`src/rtl/div_unit_pkg.sv`:
```
// Shared types for the iterative divider: op codes, FSM states and latched op control.
package div_unit_pkg;

  typedef enum logic [1:0] {
    DIV_OP_DIV  = 2'b00,
    DIV_OP_DIVU = 2'b01,
    DIV_OP_REM  = 2'b10,
    DIV_OP_REMU = 2'b11
  } div_op_e;

  typedef enum logic [1:0] {
    DIV_IDLE = 2'b00,
    DIV_CALC = 2'b01,
    DIV_DONE = 2'b10
  } div_state_e;

  typedef struct packed {
    logic is_rem;
    logic neg_quo;
    logic neg_rem;
  } div_ctl_t;

endpackage

```
`src/rtl/div_step.sv`:
```
// One restoring-division iteration: shift {rem,quo} left and subtract the divisor if it fits.
module div_step #(
  parameter int unsigned XLEN = 32
) (
  input  logic [XLEN-1:0] rem,
  input  logic [XLEN-1:0] quo,
  input  logic [XLEN-1:0] divisor,
  output logic [XLEN-1:0] rem_next,
  output logic [XLEN-1:0] quo_next
);

  logic [XLEN:0] shifted;
  logic [XLEN:0] trial;

  // shifted is one bit wider so the trial borrow lands in the MSB
  always_comb begin
    shifted = {rem, quo[XLEN-1]};
    trial   = shifted - {1'b0, divisor};
    if (!trial[XLEN]) begin
      rem_next = trial[XLEN-1:0];
      quo_next = {quo[XLEN-2:0], 1'b1};
    end else begin
      rem_next = shifted[XLEN-1:0];
      quo_next = {quo[XLEN-2:0], 1'b0};
    end
  end

endmodule

```
`src/rtl/div_unit.sv`:
```
// RV32M DIV/DIVU/REM/REMU unit: restoring division at one bit per cycle, with
// single-cycle fast path for divide-by-zero and signed overflow.
module div_unit
  import div_unit_pkg::*;
#(
  parameter int unsigned XLEN = 32
) (
  input  logic            clk,
  input  logic            reset,
  input  logic            start,
  input  logic [1:0]      op,
  input  logic [XLEN-1:0] rs1,
  input  logic [XLEN-1:0] rs2,
  input  logic            kill,
  output logic            busy,
  output logic            done,
  output logic [XLEN-1:0] result
);

  localparam int unsigned CW = $clog2(XLEN) + 1;

  function automatic logic [XLEN-1:0] negate(input logic [XLEN-1:0] v);
    return ~v + XLEN'(1);
  endfunction

  div_state_e      state;
  logic [CW-1:0]   count;
  logic [XLEN-1:0] rem_q, quo_q, dvs_q;
  div_ctl_t        ctl_q;

  div_op_e         op_e;
  logic            is_signed, is_rem, rs1_neg, rs2_neg, div0, ovf, fast;
  logic [XLEN-1:0] abs1, abs2, fast_res;
  logic [XLEN-1:0] rem_nx, quo_nx, fin_res;

  // accept-time decode of the incoming operands
  always_comb begin
    op_e      = div_op_e'(op);
    is_signed = (op_e == DIV_OP_DIV) || (op_e == DIV_OP_REM);
    is_rem    = (op_e == DIV_OP_REM) || (op_e == DIV_OP_REMU);
    rs1_neg   = is_signed && rs1[XLEN-1];
    rs2_neg   = is_signed && rs2[XLEN-1];
    abs1      = rs1_neg ? negate(rs1) : rs1;
    abs2      = rs2_neg ? negate(rs2) : rs2;
    div0      = (rs2 == '0);
    ovf       = is_signed && (rs1 == {1'b1, {(XLEN-1){1'b0}}}) && (&rs2);
    fast      = div0 || ovf;
    fast_res  = '0;
    if (div0)     fast_res = is_rem ? rs1 : '1;
    else if (ovf) fast_res = is_rem ? '0 : rs1;
  end

  div_step #(.XLEN(XLEN)) u_step (
    .rem      (rem_q),
    .quo      (quo_q),
    .divisor  (dvs_q),
    .rem_next (rem_nx),
    .quo_next (quo_nx)
  );

  // sign fix-up applied to the final iteration's outputs
  always_comb begin
    if (ctl_q.is_rem) fin_res = ctl_q.neg_rem ? negate(rem_nx) : rem_nx;
    else              fin_res = ctl_q.neg_quo ? negate(quo_nx) : quo_nx;
  end

  always_ff @(posedge clk or posedge reset) begin
    if (reset) begin
      state  <= DIV_IDLE;
      count  <= '0;
      rem_q  <= '0;
      quo_q  <= '0;
      dvs_q  <= '0;
      ctl_q  <= '0;
      busy   <= 1'b0;
      done   <= 1'b0;
      result <= '0;
    end else begin
      done <= 1'b0;
      case (state)
        DIV_IDLE: begin
          if (start && !kill) begin
            ctl_q.is_rem  <= is_rem;
            ctl_q.neg_quo <= rs1_neg ^ rs2_neg;
            ctl_q.neg_rem <= rs1_neg;
            busy          <= 1'b1;
            if (fast) begin
              state  <= DIV_DONE;
              done   <= 1'b1;
              result <= fast_res;
            end else begin
              state <= DIV_CALC;
              count <= '0;
              rem_q <= '0;
              quo_q <= abs1;
              dvs_q <= abs2;
            end
          end
        end
        DIV_CALC: begin
          if (kill) begin
            state <= DIV_IDLE;
            busy  <= 1'b0;
          end else begin
            rem_q <= rem_nx;
            quo_q <= quo_nx;
            count <= count + CW'(1);
            if (count == CW'(XLEN - 1)) begin
              state  <= DIV_DONE;
              done   <= 1'b1;
              result <= fin_res;
            end
          end
        end
        DIV_DONE: begin
          state <= DIV_IDLE;
          busy  <= 1'b0;
        end
        default: begin
          state <= DIV_IDLE;
          busy  <= 1'b0;
        end
      endcase
    end
  end

endmodule

```
`config.mk`:
```
export PLATFORM = sky130hd
export DESIGN_NAME = div_unit
export DESIGN_NICKNAME = d
export VERILOG_FILES = /design/src/rtl/div_unit_pkg.sv /design/src/rtl/div_step.sv /design/src/rtl/div_unit.sv
export SDC_FILE = /design/constraint.sdc
export NUM_CORES = 1
export LEC_CHECK = 0
export ABC_AREA = 1
export CAP_MARGIN = 5
export CELL_PAD_IN_SITES_DETAIL_PLACEMENT = 0
export CELL_PAD_IN_SITES_GLOBAL_PLACEMENT = 1
export CORE_AREA = 2 2 201 163
export DETAILED_ROUTE_END_ITERATION = 7
export DIE_AREA = 0 0 203 165
export DONT_BUFFER_PORTS = 1
export PLACE_DENSITY = 0.88
export SLEW_MARGIN = 10
export SYNTH_ARGS = -nofsm -noshare
export SYNTH_HDL_FRONTEND = slang
export SYNTH_HIERARCHICAL = 1
export SYNTH_SLANG_ARGS = --single-unit
```
`constraint.sdc`:
```
create_clock -name clk -period 6.3 [get_ports clk]
set_clock_uncertainty 0.2 [all_clocks]
set_input_delay 1.575 -clock clk [delete_from_list [all_inputs] [get_ports clk]]
set_output_delay 1.575 -clock clk [all_outputs]
set_load 0.01 [all_outputs]
```
; Word-level counts from Yosys, hierarchy flattened
; Cells that the tools add are included.
[word_totals]
reg_bits = 141
in_bits = 70
output_inout_bits = 34
word_cells = 96
[classes]
n_addsub = 6
eq_ne = 12
mux = 41
n_bitwise = 6
reduce_logical = 20
[op_table]
columns = cell, count
row1 = two-way mux 32 bit, 20
row2 = case mux 32 bit (2 select lines), 3
row3 = adder 32 x 1 -> 32 bit (second input constant), 4
row4 = NOT 32 bit, 4
row5 = subtractor 33 x 32 -> 33 bit, 1
row6 = == test 32 bit (second input constant), 1
row7 = logical NOT 32 bit, 1
row8 = AND reduction 32 bit, 1
row9 = two-way mux 6 bit, 3
row10 = != test 2 bit (second input constant), 6
row11 = case mux 6 bit (2 select lines), 1
row12 = two-way mux 2 bit, 4
row13 = two-way mux 1 bit, 7
row14 = adder 6 x 1 -> 6 bit (second input constant), 1
row15 = == test 6 x 5 -> 1 bit (second input constant), 1
row16 = AND reduction 2 bit, 3
row17 = logical AND 1 bit, 5
row18 = AND reduction 5 bit, 1
row19 = == test 2 bit (second input constant), 2
row20 = logical NOT 2 bit, 2
row21 = case mux 1 bit (2 select lines), 2
row22 = case mux 2 bit (2 select lines), 1
row23 = AND reduction 4 bit, 1
row24 = logical OR 1 bit, 3
row25 = other kinds (7), 7

; Logic depth before layout (Yosys ltp)
; Gate-level depths: netlist of run 1.
[logic_depth]
word_depth = 9
depth_mapped = 31
depth_no_buf = 30

; Hierarchy
; Netlist of run 1, hierarchy kept.
[modules_own_cells]
columns = module, n_inst, cells_each, area_per_inst_um2, seq_area_each_um2
row1 = div_unit, 1, 1718, 10597.7, 3528.4
row2 = div_step, 1, 711, 3383.2, 0.0

; Worst setup path before layout of run 1
; OpenSTA, ideal clock, no wires.
[synth_timing]
kind = reg2reg
start = register quo_q[31]
end = register result[16]
setup_time_ns = 0.116
arrival_time_ns = 3.185
t_required_ns = 5.984
setup_slack_ns = 2.799
stages_incl_launch_ff = 30
n_path_buf = 1
synth_period_minus_slack_ns = 3.501
path_cell_list = dfrtp_1 -> inv_1 -> ha_1 -> fa_1 -> inv_1 -> nand2_1 -> nand2_1 -> nand3_1 -> nand2_2 -> nand2_1 -> nand2_2 -> nand2_2 -> nand3_1 -> nand2_4 -> buf_4 -> nand2_1 -> nand2_1 -> inv_1 -> ha_1 -> nand3_1 -> nor2_1 -> nand2_1 -> nand2_1 -> nand3b_1 -> nand3_1 -> o21ai_0 -> nand2_1 -> nand2_1 -> nand2_1 -> nand2_1
[synth_between]
elab_chain_cells = 9
elab_cells_between_ends = 13
classes_between = add/sub (3) / mux (8) / bitwise (2)
[synth_lines]
columns = item, line
row1 = from (decl), div_unit.sv:28  ; logic [XLEN-1:0] rem_q, quo_q, dvs_q;
row2 = from (signal assigned), div_unit.sv:95  ; quo_q <= abs1;
row3 = from (signal assigned), div_unit.sv:106  ; quo_q <= quo_nx;
row4 = subtractor 33 x 32 -> 33 bit, div_step.sv:18  ; trial = shifted - {1'b0, divisor};
row5 = two-way mux 32 bit *, div_step.sv:19  ; if (!trial[XLEN]) begin
row6 = via rem_nx[0], div_unit.sv:34  ; logic [XLEN-1:0] rem_nx, quo_nx, fin_res;
row7 = NOT 32 bit *, div_unit.sv:23  ; return ~v + XLEN'(1);
row8 = adder 32 x 1 -> 32 bit *, div_unit.sv:23
row9 = two-way mux 32 bit * (2 in series), div_unit.sv:63  ; if (ctl_q.is_rem) fin_res = ctl_q.neg_rem ? negate(rem_nx) : rem_nx;
row10 = two-way mux 32 bit *, div_unit.sv:108  ; if (count == CW'(XLEN - 1)) begin
row11 = two-way mux 32 bit *, div_unit.sv:101  ; if (kill) begin
row12 = case mux 32 bit (2 select lines) *, div_unit.sv:80  ; case (state)
row13 = to (signal assigned), div_unit.sv:90  ; result <= fast_res;
row14 = to (signal assigned), div_unit.sv:111  ; result <= fin_res;
row15 = to (decl), div_unit.sv:17  ; output logic [XLEN-1:0] result
; The timed path passes the listed nets; every way through them passes the cells marked *. The select of a mux whose other input is x is not followed.
; A chain may end at the register's enable or synchronous reset.

; Worst setup path after layout of run 1
[layout_timing]
start = register quo_q[31]
end = register result[28]
[layout_between]
elab_chain_cells = 9
elab_cells_between_ends = 13
classes_between = add/sub (3) / mux (8) / bitwise (2)
[layout_lines]
columns = item, line
row1 = subtractor 33 x 32 -> 33 bit, div_step.sv:18
row2 = two-way mux 1 bit, div_step.sv:19
row3 = via quo_nx[0], div_unit.sv:34
row4 = NOT 32 bit, div_unit.sv:23
row5 = adder 32 x 1 -> 32 bit, div_unit.sv:23
row6 = two-way mux 32 bit, div_unit.sv:64  ; else fin_res = ctl_q.neg_quo ? negate(quo_nx) : quo_nx;
row7 = two-way mux 32 bit, div_unit.sv:63
row8 = two-way mux 32 bit, div_unit.sv:108
row9 = two-way mux 32 bit, div_unit.sv:101
row10 = case mux 32 bit (2 select lines), div_unit.sv:80
; The timed path passes the listed nets, and every way through them passes these cells. The select of a mux whose other input is x is not followed.

==> results.sh, run 1 <==
export IMPL_outcome="finished, final reports clean"
export IMPL_holdBufCountCts=0
export IMPL_peakVddDrop_uv=332
export IMPL_synth_main_ff_cell="dfrtp_1"
export IMPL_initial_antenna_violation_count=1
export IMPL_cts_path_max_buffers=2
export IMPL_grt_use_total_pct=29.8
export IMPL_path_common_cell="nand2_1"
export IMPL_mappedNetlistNets=2538
export IMPL_grt_start_max_net_pins=97
export IMPL_p_per_area_nw_per_um2=529
export IMPL_numCtsBuffers=17
export IMPL_min_period_over_period_pct=67.4
export IMPL_finalHoldWorstSlack_ns=0.290
export IMPL_power_frac_clock_pct=13.7
export IMPL_max_stage_delay_ns=0.41
export IMPL_synth_async_reset_ratio_pct=100
export IMPL_timing_critical_path_slowest_stage_cell="fa_1"
export IMPL_synthDistinctLibCells=43
export IMPL_synth_ff_latch_count=141
export IMPL_crit_required_ns=6.48
export IMPL_floorplan_die_area_um2=33500
export IMPL_postRouteWirelength_mm=49.2
export IMPL_antenna_cells_inserted=0
export IMPL_design_final_nets=2458
export IMPL_fill_cells=3375
export IMPL_worst_slew_pin_transition_ns=0.991
export IMPL_power_combinational_fraction_pct=64.8
export IMPL_synth_compound_area_share_pct=11.5
export IMPL_placement_io_buffers=0
export IMPL_cts_repair_resized=0
export IMPL_finalMaxSlewViolations=0
export IMPL_number_of_global_route_vias_before_repair=13400
export IMPL_first_pass_grt_wire_length_mm=76.4
export IMPL_rows=58
export IMPL_worst_ep_arrival_time_ns=4.43
export IMPL_synthesized_area_fraction_occupied_by_xor_and_xnor_cells_pct=3.01
export IMPL_syn_area_um2=14000
export IMPL_post_route_cells_drive_above_1_share_pct=4.53
export IMPL_synthCells=2429
export IMPL_synth_simple_gate_area_share_pct=43.9
export IMPL_final_antenna_net_count=0
export IMPL_critPathLaunchType="register"
export IMPL_synth_mux_area_share_pct=0
export IMPL_detail_route_drc_violations=0
export IMPL_estimated_wirelength_of_the_detail_placed_design_mm=39.2
export IMPL_critical_path_buf_inv_count=3
export IMPL_setup_viol=0
export IMPL_power_static_leakage_nw=7.82
export IMPL_cts_tree="built"
export IMPL_slew_headroom_pct=33.8
export IMPL_synth_enable_flop_cells=0
export IMPL_final_instance_count_excl_fill=2782
export IMPL_later_pin_clock_latency_in_the_skew_report_ns=0.45
export IMPL_worst_hold_path_type="register to register"
export IMPL_worst_setup_path_end_kind="register"
export IMPL_average_via_count_per_standard_cell=5.40
export IMPL_gp_congestion=0.972
export IMPL_synthesis_to_finish_area_growth_pct=4.21
export IMPL_worst_setup_path_type="register to register"
export IMPL_grt_setup_unrepaired="no"
export IMPL_synth_warning_count=6
export IMPL_place_inst=2750
export IMPL_core_region_area_um2=31300
export IMPL_clock_root_buffer_master="clkbuf_16"
export IMPL_synth_top_family_by_area="simple AND/OR/NAND/NOR gates"
export IMPL_total_number_of_vias=15000
export IMPL_synth_yosys_seq_area_share_pct=25.2
export IMPL_yosys_area_share_adder_pct=3.54
export IMPL_cts_htree_levels=4
export IMPL_cts_sink_count=141
export IMPL_die_y_um=165
export IMPL_share_seq_of_total_power_pct=21.5
export IMPL_routedWlPerCell_um=17.7
export IMPL_hold_viol=0
export IMPL_cell_type_group_with_the_largest_total_delay_on_the_critical_path="simple AND/OR/NAND/NOR gates"
export IMPL_synthesis_area_per_instance_um2=5.76
export IMPL_pin_count=104
export IMPL_switching_share_pct=57.1
export IMPL_initial_utilization_pct=44.7
export IMPL_floorplan_die_width_um=203
export IMPL_detailedPlace_worstSlack_ns=1.90
export IMPL_p_switching_mw=4.39
export IMPL_drv_cap=0
export IMPL_setup_tns_final_ns=0
export IMPL_maxClockFrequency_mhz=236
export IMPL_setup_slack_ns=2.06
export IMPL_globalRouteOverflowTotal=0
export IMPL_finalCoreUtilization_pct=46.6
export IMPL_detail_route_iter0_violations=1645
export IMPL_power_internal_mw=3.31
export IMPL_post_route_min_period_ns=4.24
export IMPL_timing_critical_path_fanout_max=35
export IMPL_post_cts_buffers=0
export IMPL_clock_transition_at_the_registers_of_the_reported_paths_ns=0.07
export IMPL_drtPass1Iterations=6
cells in the final DEF (no fill, tap or decap), types with 20 or more instances in the layout:
cell,Yosys,routed
a21oi_1,64,64
dfrtp_1,141,141
ha_1,38,38
inv_1,283,281
inv_2,19,20
nand2_1,988,988
nand3_1,184,184
nand4_1,32,32
nor2_1,226,224
o211ai_1,31,31
o21ai_0,156,156
xor2_1,43,43
flip-flops by register name, indices dropped and copies added (netlist names):
name	count
ctl_q	3
busy	1
dvs_q	32
result	32
count	6
done	1
state	2
quo_q	32
rem_q	32
per-stage QoR:
stage | total power, mW | area (µm²)
global route | 8.49 | 14600
finish | 7.70 | 14600
CTS | 7.62 | 14600
global placement | 6.50 | 13900
detailed placement | 6.54 | 13900
floorplan | 5.41 | 14000
power by group through the flow:
stage	registers [mW]	clock network, mW	logic, mW
2_1_floorplan	1.45	0	3.96
3_3_place_gp	1.66	0	4.84
3_5_place_dp	1.66	0	4.88
4_1_cts	1.65	1.07	4.91
5_1_grt	1.69	1.11	5.68
6_report	1.65	1.06	4.99
final cells by class:
type                       count  area [µm²]  area share, %
sequential                   141        3530           24.2
clock inverter                15         198           1.36
clock buffer                  17         425           2.92
timing repair buffer          10        75.1          0.515
multi-input combinational   1876        8680           59.5
inverter                     303        1140           7.84
tap                          420         526           3.61
logic make-up after synthesis:
group,after synthesis
simple gates,1496
buf+inv,412
compound gates,293
flops,141
xor+xnor,48
fa+ha+maj,39
worst min-delay path, stage by stage (launching register included):
cell and delay (ns):
dfrtp_1 0.35, nand2_1 0.05, o21ai_0 0.06
cells in the mapped netlist, drive strengths merged, types with 2 or more instances:
master	instances	share of area [%]
nand2	1002	27
o21ai	175	6.4
nand3b	9	0.48
xnor2	5	0.31
clkbuf	39	1.0
or2	6	0.27
dfrtp	141	25
inv	302	8.1
buf	70	3.6
nor2	239	6.8
xor2	43	2.7
nand3	187	6.8
o22ai	5	0.22
ha	38	3.4
and2	6	0.27
o21bai	10	0.54
a21oi	66	2.4
nor3	11	0.39
nor4	2	0.089
a31oi	3	0.13
o211ai	31	1.7
nand4	32	1.4
worst paths after layout:
check / from / to / slack (ns) / depth (start not counted)
setup / recovery: quo_q[31] / result[28] / 2.06 / 29
hold / removal: dvs_q[10] / dvs_q[10] / 0.29 / 2
setup reg to reg: quo_q[31] / result[28] / 2.06 / 29
hold reg to reg: dvs_q[10] / dvs_q[10] / 0.29 / 2
max in group asynchronous: reset / result[24] / 3.74 / 2
min in group asynchronous: reset / dvs_q[31] / 0.97 / 1
per-layer routing:
metal,vias up,track usage (%),routed length (µm)
li1,7458,-,-
met1,6948,43.5,23100
met2,585,41.9,19400
met3,37,10.8,6120
met4,0,5.28,561
met5,-,0,0
No activity file was read; power rests on OpenSTA's default activity.
==> run 2: changes to the inputs <==
==> constraint.sdc (replaced) <==
create_clock -name clk -period 4.23 [get_ports clk]
set_clock_uncertainty 0.2 [all_clocks]
set_input_delay 1.0575 -clock clk [delete_from_list [all_inputs] [get_ports clk]]
set_output_delay 1.0575 -clock clk [all_outputs]
set_load 0.01 [all_outputs]
==> run 2 against run 1 <==
Compared with the run above:
- sequential cell count is the same
- combinational power increased by 61%
- first-iteration DRC count is 9.3% lower
- cell count is 0.65% higher
- utilization grew 1.1 points
- setup slack got worse by 1.7 ns
- critical path depth increased by 1
- wire length up 1.3%
- sequential share of layout area fell by 0.56 points
- final area up 2.4%
- clock power rose by 61%
- critical path type unchanged
- highest routed layer is now met5
==> results.sh, run 2 (same netlist as run 1, synthesis figures left out) <==
export IMPL_outcome="finished, final reports clean"
export IMPL_finalCoreUtilization_pct=47.7
export IMPL_place_area_um2=14100
export IMPL_detail_route_drc_violations=0
export IMPL_final_area_um2=14900
export IMPL_estimated_wirelength_of_the_detail_placed_design_mm=39.7
export IMPL_numCtsBuffers=17
export IMPL_timing_critical_path_fanout_max=13
export IMPL_place_inst=2767
export IMPL_max_stage_delay_ns=0.37
export IMPL_min_delay_start="dvs_q[26]"
export IMPL_pin_count=104
export IMPL_core_region_area_um2=31300
export IMPL_timing_critical_path_slowest_stage_cell="fa_2"
export IMPL_cts_path_max_buffers=2
export IMPL_placement_io_buffers=0
export IMPL_worstHoldPathCells=2
export IMPL_post_route_cells_drive_above_1_share_pct=6.68
export IMPL_worst_r2r_setup_slack_ns=0.34
export IMPL_grt_use_met1_pct=45.0
export IMPL_drtPass1Iterations=6
export IMPL_worst_ep_arrival_time_ns=4.06
export IMPL_die_y_um=165
export IMPL_initial_utilization_pct=44.7
export IMPL_grt_start_max_net_pins=97
export IMPL_globalRouteOverflowTotal=0
export IMPL_gp_congestion=0.959
export IMPL_cts_htree_levels=4
export IMPL_post_route_min_period_ns=3.89
export IMPL_total_number_of_vias=15100
export IMPL_cts_sink_count=141
export IMPL_holdPathEnd="dvs_q[26]"
export IMPL_synthesis_to_finish_area_growth_pct=6.68
export IMPL_worst_setup_path_type="register to register"
export IMPL_drv_cap=0
export IMPL_later_pin_clock_latency_in_the_skew_report_ns=0.44
export IMPL_p_per_area_nw_per_um2=815
export IMPL_total_power_draw_mw=12.2
export IMPL_final_instance_count_excl_fill=2800
export IMPL_holdBufCountCts=0
export IMPL_final_antenna_net_count=0
export IMPL_rr_startpoint="quo_q[31]"
export IMPL_grt_busiest_layer="met1"
export IMPL_crit_required_ns=4.40
export IMPL_reg2reg_to="result[27]"
export IMPL_grt_setup_unrepaired="no"
export IMPL_maxClockFrequency_mhz=257
export IMPL_gr_usage_met2_pct=41.7
export IMPL_initial_antenna_violation_count=0
export IMPL_use_met3_pct=8.90
export IMPL_design_final_nets=2476
export IMPL_detail_route_iter0_violations=1492
export IMPL_finalMaxSlewViolations=0
export IMPL_power_static_leakage_nw=7.95
export IMPL_postRouteWirelength_mm=49.8
export IMPL_grt_use_total_pct=29.9
export IMPL_slew_headroom_pct=30.6
export IMPL_cts_tree="built"
export IMPL_routedWlPerCell_um=17.8
export IMPL_floorplan_die_area_um2=33500
export IMPL_fill_cells=3348
export IMPL_layout_common_cells="975 x nand2_1, 281 x inv_1, 209 x nor2_1, 181 x nand3_1, 148 x o21ai_0"
export IMPL_worst_slew_pin_transition_ns=1.04
export IMPL_most_frequent_standard_cell_in_the_layout_excluding_fill_and_tap_cells="nand2_1"
export IMPL_r2r_worst_path_cells=30
export IMPL_path_common_cell="nand2_1"
export IMPL_worst_hold_path_type="register to register"
export IMPL_peakVddDrop_uv=477
export IMPL_number_of_global_route_vias_before_repair=13500
export IMPL_antenna_cells_inserted=0
export IMPL_setup_viol=0
export IMPL_rows=58
export IMPL_setup_tns_final_ns=0
export IMPL_min_period_over_period_pct=91.9
export IMPL_clock_transition_at_the_registers_of_the_reported_paths_ns=0.06
export IMPL_worst_setup_path_end_kind="register"
export IMPL_floorplan_die_width_um=203
export IMPL_critPathLaunchType="register"
export IMPL_clock_root_buffer_master="clkbuf_16"
export IMPL_hold_viol=0
export IMPL_first_pass_grt_wire_length_mm=76.9
export IMPL_average_via_count_per_standard_cell=5.38
[run 2: cell types whose count changed in the layout (fill, tap and decap cells not counted), moves of 5 or more]
cell	change
o21ai_0	-8
nand2_1	-13
nor2_1	-15
o21ai_1	+6
nor2_2	+11
nand2_2	+11
clkinv_8	-5
buf_4	+15
[run 2: worst max-delay path by stage]
stage	from	to	slack [ns]	depth (start not counted)
after floorplan	quo_q[31]	result[16]	0.73	29
after CTS	quo_q[31]	result[28]	0.03	29
final	quo_q[31]	result[27]	0.34	30
after global placement	quo_q[31]	result[24]	0.25	29
after global routing	quo_q[31]	result[10]	0.004	28
after detailed placement	quo_q[31]	result[28]	0.10	29
[run 2: area by class of cell]
cell class	count	area, µm²	share of cell area (%)
clock buffer	19	453	3.04
clock inverter	13	210	1.41
inverter	303	1140	7.65
multi-input combinational	1876	8810	59.1
sequential	141	3530	23.7
tap	420	526	3.52
timing repair buffer	28	248	1.66
[run 2: where the power goes]
part / internal, mW / switching (mW) / total [mW]
sequential: 1.83 / 0.591 / 2.42
clock: 1.08 / 0.631 / 1.71
combinational: 2.48 / 5.55 / 8.03
[run 2: layer usage]
layer / wire length (µm) / up-vias / part of all wire [%]
met5: 118 / - / 0.24
met4: 583 / 2 / 1.2
met3: 5760 / 37 / 12
met2: 19800 / 603 / 40
met1: 23600 / 6927 / 47
li1: - / 7485 / -
[run 2: metrics by stage]
stage	hold WS, ns	worst slack [ns]
CTS	0.284	0.0292
finish	0.282	0.343
floorplan	0.249	0.729
detailed placement	0.267	0.105
global route	0.301	0.00405
global placement	0.265	0.246
[run 2: timing repair]
| action | CTS | global route |
|---|---|---|
| setup endpoints to repair | 0 | 27 |
| gates resized for setup | 0 | 49 |
| buffers inserted | 0 | 1 |
| hold endpoints to repair | 0 | 0 |
[run 2: critical path: cells and delay by family (launching register included)]
family        cells  cell delay, ns
buf+inv           4            0.52
fa+ha+maj         2            0.60
simple gates     24            2.15
flops             1            0.35
